==> config.mk <==
export PLATFORM = sky130hd
export DESIGN_NAME = ascon_dec_fsm
export DESIGN_NICKNAME = d
export VERILOG_FILES = /design/src/rtl/ascon_pack.sv /design/src/rtl/ascon_dec_fsm.sv
export SDC_FILE = /design/constraint.sdc
export NUM_CORES = 1
export LEC_CHECK = 0
export CAP_MARGIN = 20
export CELL_PAD_IN_SITES_DETAIL_PLACEMENT = 1
export CELL_PAD_IN_SITES_GLOBAL_PLACEMENT = 1
export CORE_UTILIZATION = 51
export CTS_BUF_LIST = sky130_fd_sc_hd__clkbuf_8
export DETAILED_ROUTE_END_ITERATION = 8
export DONT_BUFFER_PORTS = 1
export PLACE_DENSITY_LB_ADDON = 0.3
export SYNTH_ARGS = -nofsm -noshare
export SYNTH_HDL_FRONTEND = slang
export SYNTH_SLANG_ARGS = --single-unit
export TNS_END_PERCENT = 1
==> constraint.sdc <==
create_clock -name clk -period 4.35 [get_ports clk]
set_input_delay 0.87 -clock clk [delete_from_list [all_inputs] [get_ports clk]]
set_output_delay 0.87 -clock clk [all_outputs]
set_load 0.005 [all_outputs]
==> src/rtl/ascon_pack.sv <==
// Shared types and constants for the Ascon decryption control path.
// Holds the round-counter width, permutation round start points and the
// datapath select bundle driven by the controller.
package ascon_pack;

   localparam int ROUND_WIDTH = 4;

   // p12 starts at round 0, p6 at round 6; both finish after round 11
   localparam logic [ROUND_WIDTH-1:0] InitRndP12    = 4'd0;
   localparam logic [ROUND_WIDTH-1:0] InitRndP6     = 4'd6;
   localparam logic [ROUND_WIDTH-1:0] BeforeLastRnd = 4'd10;

   typedef struct packed {
      logic state_init;
      logic xor_init;
      logic sel_ad;
      logic xor_ext;
      logic replace_ct;
      logic xor_dom_sep;
      logic xor_fin;
      logic xor_tag;
   } dp_ctrl_t;

   typedef enum logic [4:0] {
      ST_IDLE, ST_START, ST_DELAY,
      ST_INIT_START, ST_INIT_MID, ST_INIT_END_AD, ST_INIT_END_NOAD,
      ST_AD_PREP, ST_AD_START, ST_AD_MID, ST_AD_END_BLK, ST_AD_END,
      ST_CT_PREP, ST_CT_START, ST_CT_MID, ST_CT_END,
      ST_FIN_PREP, ST_FIN_START, ST_FIN_MID, ST_FIN_END,
      ST_TAG_CHECK, ST_DONE
   } dec_state_e;

endpackage

==> src/rtl/ascon_dec_fsm.sv <==
// Ascon decryption controller: sequences init, AD absorb, CT decrypt, finalization, tag check.
// Ports: start/abort handshake, block counts + delay, FIFO empty/full flags and pop/push strobes,
// round index, state enable, datapath selects, done and registered tag result.
module ascon_dec_fsm
   import ascon_pack::*;
#(
   parameter int DataAddrWidth = 7,
   parameter int DelayWidth    = 16
) (
   input  logic                     clk,
   input  logic                     rst_n,
   input  logic                     start_i,
   input  logic                     abort_i,
   output logic                     ready_o,
   input  logic [DataAddrWidth-1:0] ad_size_i,
   input  logic [DataAddrWidth-1:0] ct_size_i,
   input  logic [DelayWidth-1:0]    delay_i,
   input  logic                     ad_empty_i,
   input  logic                     ct_empty_i,
   output logic                     ad_pop_o,
   output logic                     ct_pop_o,
   input  logic                     pt_full_i,
   output logic                     pt_push_o,
   output logic                     flush_o,
   output logic [ROUND_WIDTH-1:0]   rnd_o,
   output logic                     en_state_o,
   output dp_ctrl_t                 ctrl_o,
   input  logic                     tag_match_i,
   output logic                     done_o,
   output logic                     auth_ok_o
);

   dec_state_e               state_q, state_d;
   logic [DataAddrWidth-1:0] ad_size_q, ad_size_d, ct_size_q, ct_size_d;
   logic [DataAddrWidth-1:0] ad_cnt_q, ad_cnt_d, ct_cnt_q, ct_cnt_d;
   logic [DelayWidth-1:0]    delay_q, delay_d, timer_q, timer_d;
   logic [ROUND_WIDTH-1:0]   rnd_q, rnd_d;
   logic                     auth_ok_q, auth_ok_d;

   always_ff @(posedge clk or negedge rst_n) begin
      if (!rst_n) begin
         state_q   <= ST_IDLE;
         ad_size_q <= '0;
         ct_size_q <= '0;
         ad_cnt_q  <= '0;
         ct_cnt_q  <= '0;
         delay_q   <= '0;
         timer_q   <= '0;
         rnd_q     <= '0;
         auth_ok_q <= 1'b0;
      end else begin
         state_q   <= state_d;
         ad_size_q <= ad_size_d;
         ct_size_q <= ct_size_d;
         ad_cnt_q  <= ad_cnt_d;
         ct_cnt_q  <= ct_cnt_d;
         delay_q   <= delay_d;
         timer_q   <= timer_d;
         rnd_q     <= rnd_d;
         auth_ok_q <= auth_ok_d;
      end
   end

   always_comb begin
      state_d    = state_q;
      ad_size_d  = ad_size_q;
      ct_size_d  = ct_size_q;
      ad_cnt_d   = ad_cnt_q;
      ct_cnt_d   = ct_cnt_q;
      delay_d    = delay_q;
      timer_d    = timer_q;
      rnd_d      = rnd_q;
      auth_ok_d  = auth_ok_q;
      ready_o    = 1'b0;
      flush_o    = 1'b0;
      done_o     = 1'b0;
      ad_pop_o   = 1'b0;
      ct_pop_o   = 1'b0;
      pt_push_o  = 1'b0;
      en_state_o = 1'b0;
      ctrl_o     = '0;

      unique case (state_q)
         ST_IDLE: begin
            ready_o = 1'b1;
            flush_o = 1'b1;
            if (start_i) state_d = ST_START;
         end
         ST_START: begin
            ad_size_d = ad_size_i;
            // a zero CT count would never match the counter; treat as one block
            ct_size_d = (ct_size_i == '0) ? DataAddrWidth'(1) : ct_size_i;
            delay_d   = delay_i;
            ad_cnt_d  = '0;
            ct_cnt_d  = DataAddrWidth'(1);
            timer_d   = '0;
            rnd_d     = InitRndP12;
            state_d   = ST_DELAY;
         end
         ST_DELAY: begin
            if (timer_q == delay_q) state_d = ST_INIT_START;
            else                    timer_d = timer_q + DelayWidth'(1);
         end
         ST_INIT_START: begin
            en_state_o        = 1'b1;
            ctrl_o.state_init = 1'b1;
            rnd_d             = rnd_q + ROUND_WIDTH'(1);
            state_d           = ST_INIT_MID;
         end
         ST_INIT_MID: begin
            en_state_o = 1'b1;
            rnd_d      = rnd_q + ROUND_WIDTH'(1);
            if (rnd_q == BeforeLastRnd)
               state_d = (ad_size_q == '0) ? ST_INIT_END_NOAD : ST_INIT_END_AD;
         end
         ST_INIT_END_AD: begin
            en_state_o      = 1'b1;
            ctrl_o.xor_init = 1'b1;
            state_d         = ST_AD_PREP;
         end
         ST_INIT_END_NOAD: begin
            en_state_o         = 1'b1;
            ctrl_o.xor_init    = 1'b1;
            ctrl_o.xor_dom_sep = 1'b1;
            state_d = (ct_size_q == DataAddrWidth'(1)) ? ST_FIN_PREP : ST_CT_PREP;
         end
         ST_AD_PREP: begin
            if (!ad_empty_i) state_d = ST_AD_START;
         end
         ST_AD_START: begin
            en_state_o     = 1'b1;
            ad_pop_o       = 1'b1;
            ctrl_o.sel_ad  = 1'b1;
            ctrl_o.xor_ext = 1'b1;
            ad_cnt_d       = ad_cnt_q + DataAddrWidth'(1);
            rnd_d          = rnd_q + ROUND_WIDTH'(1);
            state_d        = ST_AD_MID;
         end
         ST_AD_MID: begin
            en_state_o = 1'b1;
            rnd_d      = rnd_q + ROUND_WIDTH'(1);
            if (rnd_q == BeforeLastRnd)
               state_d = (ad_cnt_q == ad_size_q) ? ST_AD_END : ST_AD_END_BLK;
         end
         ST_AD_END_BLK: begin
            en_state_o = 1'b1;
            state_d    = ST_AD_PREP;
         end
         ST_AD_END: begin
            en_state_o         = 1'b1;
            ctrl_o.xor_dom_sep = 1'b1;
            state_d = (ct_size_q == DataAddrWidth'(1)) ? ST_FIN_PREP : ST_CT_PREP;
         end
         ST_CT_PREP: begin
            if (!ct_empty_i && !pt_full_i) state_d = ST_CT_START;
         end
         ST_CT_START: begin
            en_state_o        = 1'b1;
            ct_pop_o          = 1'b1;
            pt_push_o         = 1'b1;
            ctrl_o.replace_ct = 1'b1;
            ct_cnt_d          = ct_cnt_q + DataAddrWidth'(1);
            rnd_d             = rnd_q + ROUND_WIDTH'(1);
            state_d           = ST_CT_MID;
         end
         ST_CT_MID: begin
            en_state_o = 1'b1;
            rnd_d      = rnd_q + ROUND_WIDTH'(1);
            if (rnd_q == BeforeLastRnd) state_d = ST_CT_END;
         end
         ST_CT_END: begin
            en_state_o = 1'b1;
            state_d    = (ct_cnt_q == ct_size_q) ? ST_FIN_PREP : ST_CT_PREP;
         end
         ST_FIN_PREP: begin
            if (!ct_empty_i && !pt_full_i) state_d = ST_FIN_START;
         end
         ST_FIN_START: begin
            en_state_o        = 1'b1;
            ct_pop_o          = 1'b1;
            pt_push_o         = 1'b1;
            ctrl_o.replace_ct = 1'b1;
            ctrl_o.xor_fin    = 1'b1;
            rnd_d             = rnd_q + ROUND_WIDTH'(1);
            state_d           = ST_FIN_MID;
         end
         ST_FIN_MID: begin
            en_state_o = 1'b1;
            rnd_d      = rnd_q + ROUND_WIDTH'(1);
            if (rnd_q == BeforeLastRnd) state_d = ST_FIN_END;
         end
         ST_FIN_END: begin
            en_state_o     = 1'b1;
            ctrl_o.xor_tag = 1'b1;
            state_d        = ST_TAG_CHECK;
         end
         ST_TAG_CHECK: begin
            auth_ok_d = tag_match_i;
            state_d   = ST_DONE;
         end
         ST_DONE: begin
            done_o = 1'b1;
            if (!start_i) state_d = ST_IDLE;
         end
         default: state_d = ST_IDLE;
      endcase

      // Load the round start on entry so rnd_o is stable for the whole Prepare wait
      if (state_d == ST_AD_PREP || state_d == ST_CT_PREP) rnd_d = InitRndP6;
      if (state_d == ST_FIN_PREP)                          rnd_d = InitRndP12;

      // Abort wins over everything: drop to Idle and suppress this cycle's strobes
      if (abort_i && state_q != ST_IDLE) begin
         state_d    = ST_IDLE;
         auth_ok_d  = 1'b0;
         ad_pop_o   = 1'b0;
         ct_pop_o   = 1'b0;
         pt_push_o  = 1'b0;
         en_state_o = 1'b0;
         ctrl_o     = '0;
      end
   end

   assign rnd_o     = rnd_q;
   assign auth_ok_o = auth_ok_q;

endmodule

==> results of run 1 <==
-- cell usage after synthesis (2+ instances only) --
master,count
or4_4,2
and3_1,6
a21oi_1,15
buf_2,2
clkbuf_1,16
buf_1,3
or4_1,2
nor2_1,46
mux2i_1,5
nor4_4,2
a22o_1,3
a211o_1,2
xnor2_1,23
nand3_1,12
nand2b_1,5
inv_1,6
dfrtp_1,70
ha_1,5
nand3b_1,2
nor3_1,8
buf_4,5
nand2_1,118
a31oi_1,3
or3_1,4
a22oi_1,2
nor2b_1,6
nand4_1,17
o21ai_0,30
o211ai_1,2
a211oi_1,2
and3b_1,2
xor2_1,18
o21a_1,2
nor4_1,6
-- logic make-up (layout without fill, tap and decap cells) --
family,after synthesis,in the layout,share of synthesized area
AO/OA/AOI/OAI,77,77,0.1208
XOR/XNOR,41,41,0.08888
adder cells (fa/ha/maj),5,5,0.01548
buffers and inverters,32,23,0.03500
flip-flops,70,70,0.4336
multiplexers,6,6,0.01518
AND/OR/NAND/NOR,247,247,0.2911
-- area by class of cell --
type / count / area share
tap: 102 / 0.02983
sequential: 70 / 0.4095
clock inverter: 3 / 0.009944
multi-input combinational: 376 / 0.5034
clock buffer: 12 / 0.03861
timing repair buffer: 2 / 0.003510
inverter: 6 / 0.005265
-- stage by stage --
stage | setup WS [ns] | cells | util | area (sq um) | power, uW
finish | 1.102 | 571 | 0.5565 | 4278 | 2610
global route | 0.8783 | 571 | 0.5565 | 4278 | 2806
CTS | 1.128 | 571 | 0.5565 | 4278 | 2627
detailed placement | 1.368 | 556 | 0.5295 | 4070 | 2056
global placement | 1.525 | 556 | 0.5295 | 4070 | 1986
floorplan | 1.794 | 478 | - | 4040 | 1808
-- flip-flops by register name (all words and copies together), names as in the netlist --
| signal | count |
|---|---|
| auth_ok_o | 1 |
| timer_q | 16 |
| state_q | 5 |
| rnd_o | 4 |
| ad_size_q | 7 |
| ct_size_q | 7 |
| ad_cnt_q | 7 |
| delay_q | 16 |
| ct_cnt_q | 7 |
-- critical path, stage by stage (launching register included) --
cell	delay, ns
dfrtp_1	0.66
nor2_1	0.47
a21oi_1	0.17
nor4b_1	0.75
-- worst paths after layout --
kind,endpoint,start,slack [ns],cells after the start
max,ctrl_o[3],state_q[3],1.10,3
max reg2reg,timer_q[11],state_q[1],1.23,6
min reg2reg,delay_q[3],delay_q[3],0.50,2
min in group clk,delay_q[3],delay_q[3],0.50,2
max in group asynchronous,ad_cnt_q[1],rst_n,4.02,0
min,ct_size_q[5],rst_n,0.21,0
-- per-layer routing --
layer	share of wire	GRT usage
met1	0.44	0.3747
met2	0.49	0.4779
met3	0.040	0.05528
met4	0.024	0.1071
met5	0	0
-- where the power goes --
| part | leakage, uW | internal [uW] | switching, uW |
|---|---|---|---|
| sequential | 0.000916 | 837 | 261 |
| combinational | 0.000876 | 389 | 572 |
| clock | 0.000104 | 308 | 243 |
==> results.toml, run 1 <==
[status]
outcome = "completed"

[drt]
ant_nets = 0
dr_total_vias = 3425
drc = 0
drt_pass1_iterations = 4
viasPerCell = 5.998
wirelength_microns = 10960
avgRoutedWirePerCell_microns = 19.20
drtIter0Drc = 166

[finish]
antenna_cells = 0
regArea_sq_um = 1752
layout.nets = 508
fillers = 944
drive_above_1_share = 0.06610
areaGrowthSynthToFinish_pct = 5.884
multi_input_area_sq_um = 2153
layout_common_cells = "nand2_1, dfrtp_1, nor2_1"
final_common_cell = "nand2_1"

[logic_synthesis]
yosysTopAreaCell = "dfrtp_1"
syn_area_per_cell_sq_um = 8.452
ys_types = 60
synth_edf_count = 0
synth.area.top_cells = "dfrtp_1, nand2_1, xnor2_1"
yosysWarnings = 0
synthArstFlopShare = 1.000
synth_seq_cells = 70
syn_area_sq_um = 4040
yosys_most_used_dff = "dfrtp_1"
postSynthNetCount = 521
synth_top_area_frac = 0.4336
yosysSeqAreaShare = 0.4336
synthCells = 478

[timing]
hold_ws_ns = 0.2068
setup_tns_ns = 0
fmaxAchievable_ghz = 0.3079
period_share = 0.7466
worst_slew_pin_slew_ns = 0.8478
rsz0062_at_grt = "no"
fin_skew_ns = 0.01078
min_period_ns = 3.248
finalMaxSlewViolations = 0
finalHoldViolations = 0
timing.slew.headroom = 0.4268
setup_viol = 0

[power]
power_leakage_uw = 0.001896
max-vdd-ir-drop_v = 0.0002699
powerDensity_nw_per_um2 = 610.2

[grt]
antenna_found_initial = 0
grt_pass1_wl_microns = 18540
grt_max_degree = 71
overflow = 0
track_usage = 0.2881
grt_pass1_vias = 3589

[cts]
cts_buffers = 9
ctsResizeCount = 0
cts_buffer_depth = 2
numClockSinks = 70
cts_setup_buffers = 0
cts.root.buffer_cell = "clkbuf_8"
clk_pin_slew_ns = 0.08
holdBufCountCts = 0
ctsHtreeMaxLevel = 3
clk_latency_ns = 0.35
cts_tree = "done"

[worst_setup_path]
crit_required_ns = 3.48
cp_max_fo = 23
startpoint_type = "flip-flop"
worstPathArrival_ns = 2.38
crit_type = "reg -> out"
crit_path_end_kind = "output port"

[run]
max-cap-violations = 0

[die]
initial_utilization = 0.5256
core-area_sq_um = 7687
die-area_sq_um = 8282
io_pins = 58
die_height_microns = 91.01
die_w_microns = 91.01
rows = 32

[worst_hold_path]
hp-class = "in -> async"

[place]
port_buffers = 0
gp_congestion = 0.8675
dpl.hpwl_microns = 7378
No activity file was read; power rests on OpenSTA's default activity.
==> run 2, diff against run 1 <==
--- a/config.mk
+++ b/config.mk
@@ -8,7 +8,7 @@
 export CAP_MARGIN = 20
 export CELL_PAD_IN_SITES_DETAIL_PLACEMENT = 1
 export CELL_PAD_IN_SITES_GLOBAL_PLACEMENT = 1
-export CORE_UTILIZATION = 51
+export CORE_UTILIZATION = 50
 export CTS_BUF_LIST = sky130_fd_sc_hd__clkbuf_8
 export DETAILED_ROUTE_END_ITERATION = 8
 export DONT_BUFFER_PORTS = 1
==> constraint.sdc (replaced) <==
create_clock -name clk -period 3.4 [get_ports clk]
set_input_delay 0.68 -clock clk [delete_from_list [all_inputs] [get_ports clk]]
set_output_delay 0.68 -clock clk [all_outputs]
set_load 0.005 [all_outputs]
==> run 2 against run 1 <==
  * Clock power increased by 40%
  * Register-to-register slack got worse by 0.60 ns
  * Critical path depth increased by 1
  * Count of clock-buffer cells in the layout decreased by 1
==> results.toml, run 2 (synthesis gave the netlist of run 1 again) <==
[status]
outcome = "completed"

[grt]
grt_max_degree = 71
grt_pass1_wl_microns = 17070
overflow = 0
antenna_found_initial = 0
grt_pass1_vias = 3507
track_usage = 0.2553

[place]
dp_cells = 562
dpl.hpwl_microns = 6978
gp_congestion = 0.9396
place_area_sq_um = 4115
port_buffers = 0

[finish]
final_area_sq_um = 4368
final_common_cell = "nand2_1"
fin_util = 0.5623
antenna_cells = 0
areaGrowthSynthToFinish_pct = 8.114
layout.nets = 516
reg.largest.list = "delay_q: 16 flops, timer_q: 16 flops"
finalNonFillerCells = 580
layout_common_cells = "nand2_1, dfrtp_1, nor2_1"
drive_above_1_share = 0.07950

[timing]
setup_viol = 0
timing.slew.headroom = 0.4967
period_share = 0.8555
setup_tns_ns = 0
worst_slew_pin_slew_ns = 0.7549
rsz0062_at_grt = "no"
min_period_ns = 2.909
fin_skew_ns = 0.01420
fmaxAchievable_ghz = 0.3438
finalHoldViolations = 0
finalMaxSlewViolations = 0

[drt]
dr_total_vias = 3389
drtIter0Drc = 165
drt_pass1_iterations = 4
drc = 0
viasPerCell = 5.843
ant_nets = 0
wirelength_microns = 9961
avgRoutedWirePerCell_microns = 17.17

[cts]
numClockSinks = 70
cts_setup_buffers = 0
clk_latency_ns = 0.34
cts_buffers = 9
ctsHtreeMaxLevel = 3
cts.root.buffer_cell = "clkbuf_8"
clk_pin_slew_ns = 0.08
cts_buffer_depth = 2
cts_tree = "done"

[power]
p_total_uw = 3396
power_leakage_uw = 0.001948
powerDensity_nw_per_um2 = 777.6
max-vdd-ir-drop_v = 0.0003464

[worst_setup_path]
startpoint_type = "flip-flop"
crit_type = "reg -> out"
crit_path_end_kind = "output port"
cp_max_fo = 13
crit_path_start = "state_q[0]"
crit_required_ns = 2.72
worstPathArrival_ns = 2.23
timing.rr.start = "state_q[2]"
reg2reg_depth = 7

[die]
initial_utilization = 0.5201
rows = 32
core-area_sq_um = 7767
die_height_microns = 91.89
die-area_sq_um = 8444
die_w_microns = 91.89
io_pins = 58

[worst_hold_path]
hp-class = "in -> async"

[run]
max-cap-violations = 0
-- run 2: changes by cell type in the layout (fill, tap and decap cells not counted), sizes merged --
cell and delta:
buf +6, clkbuf -1, dlygate4sd3 +2, bufinv +1, clkinv +1
-- run 2: final cells by class --
type	instances	area, sq um
clock buffer	11	151.4
tap	102	127.6
clock inverter	5	81.33
multi-input combinational	376	2153
fill	923	3400
timing repair buffer	10	80.08
sequential	70	1752
inverter	6	22.52
-- run 2: where the power goes --
| part | total, uW | internal [uW] | switching, uW |
|---|---|---|---|
| sequential | 1380 | 1070 | 305 |
| clock | 773 | 453 | 319 |
| combinational | 1250 | 513 | 734 |
| total | 3400 | 2040 | 1360 |
-- run 2: per-layer routing --
metal / track usage / wire, microns / vias up
li1: - / - / 1627
met1: 0.3565 / 4804 / 1667
met2: 0.4061 / 4603 / 80
met3: 0.04395 / 408 / 15
met4: 0.07813 / 144 / 0
met5: 0 / 0 / -
-- run 2: worst max-delay path, cell delays in order (launching register included) --
cell	delay [ns]
dfrtp_1	0.55
nor3_1	0.57
nand2_1	0.17
and2_1	0.30
nor2_1	0.29
-- run 2: path summary, 6_finish.rpt --
path                            slack (ns)            to
max in group asynchronous             2.59  ct_size_q[3]
worst max-delay path                  0.49     ctrl_o[5]
worst min register to register        0.50    delay_q[7]
worst max register to register        0.63      rnd_o[2]
worst min-delay path                  0.02  ct_size_q[5]
min in group clk                      0.44   delay_q[14]
-- run 2: stage by stage --
step	hold WS, ns	setup slack, ns
final	0.02466	0.4913
after global routing	0.00002715	0.2314
after CTS	0.005491	0.5028
after detailed placement	0.3859	0.6851
after global placement	0.3858	0.8128
after floorplan	0.3844	1.034
-- run 2: timing repair --
item | CTS | global route
hold buffers | 0 | 2
hold endpoints to repair | 0 | 5
resized for setup | 0 | 0
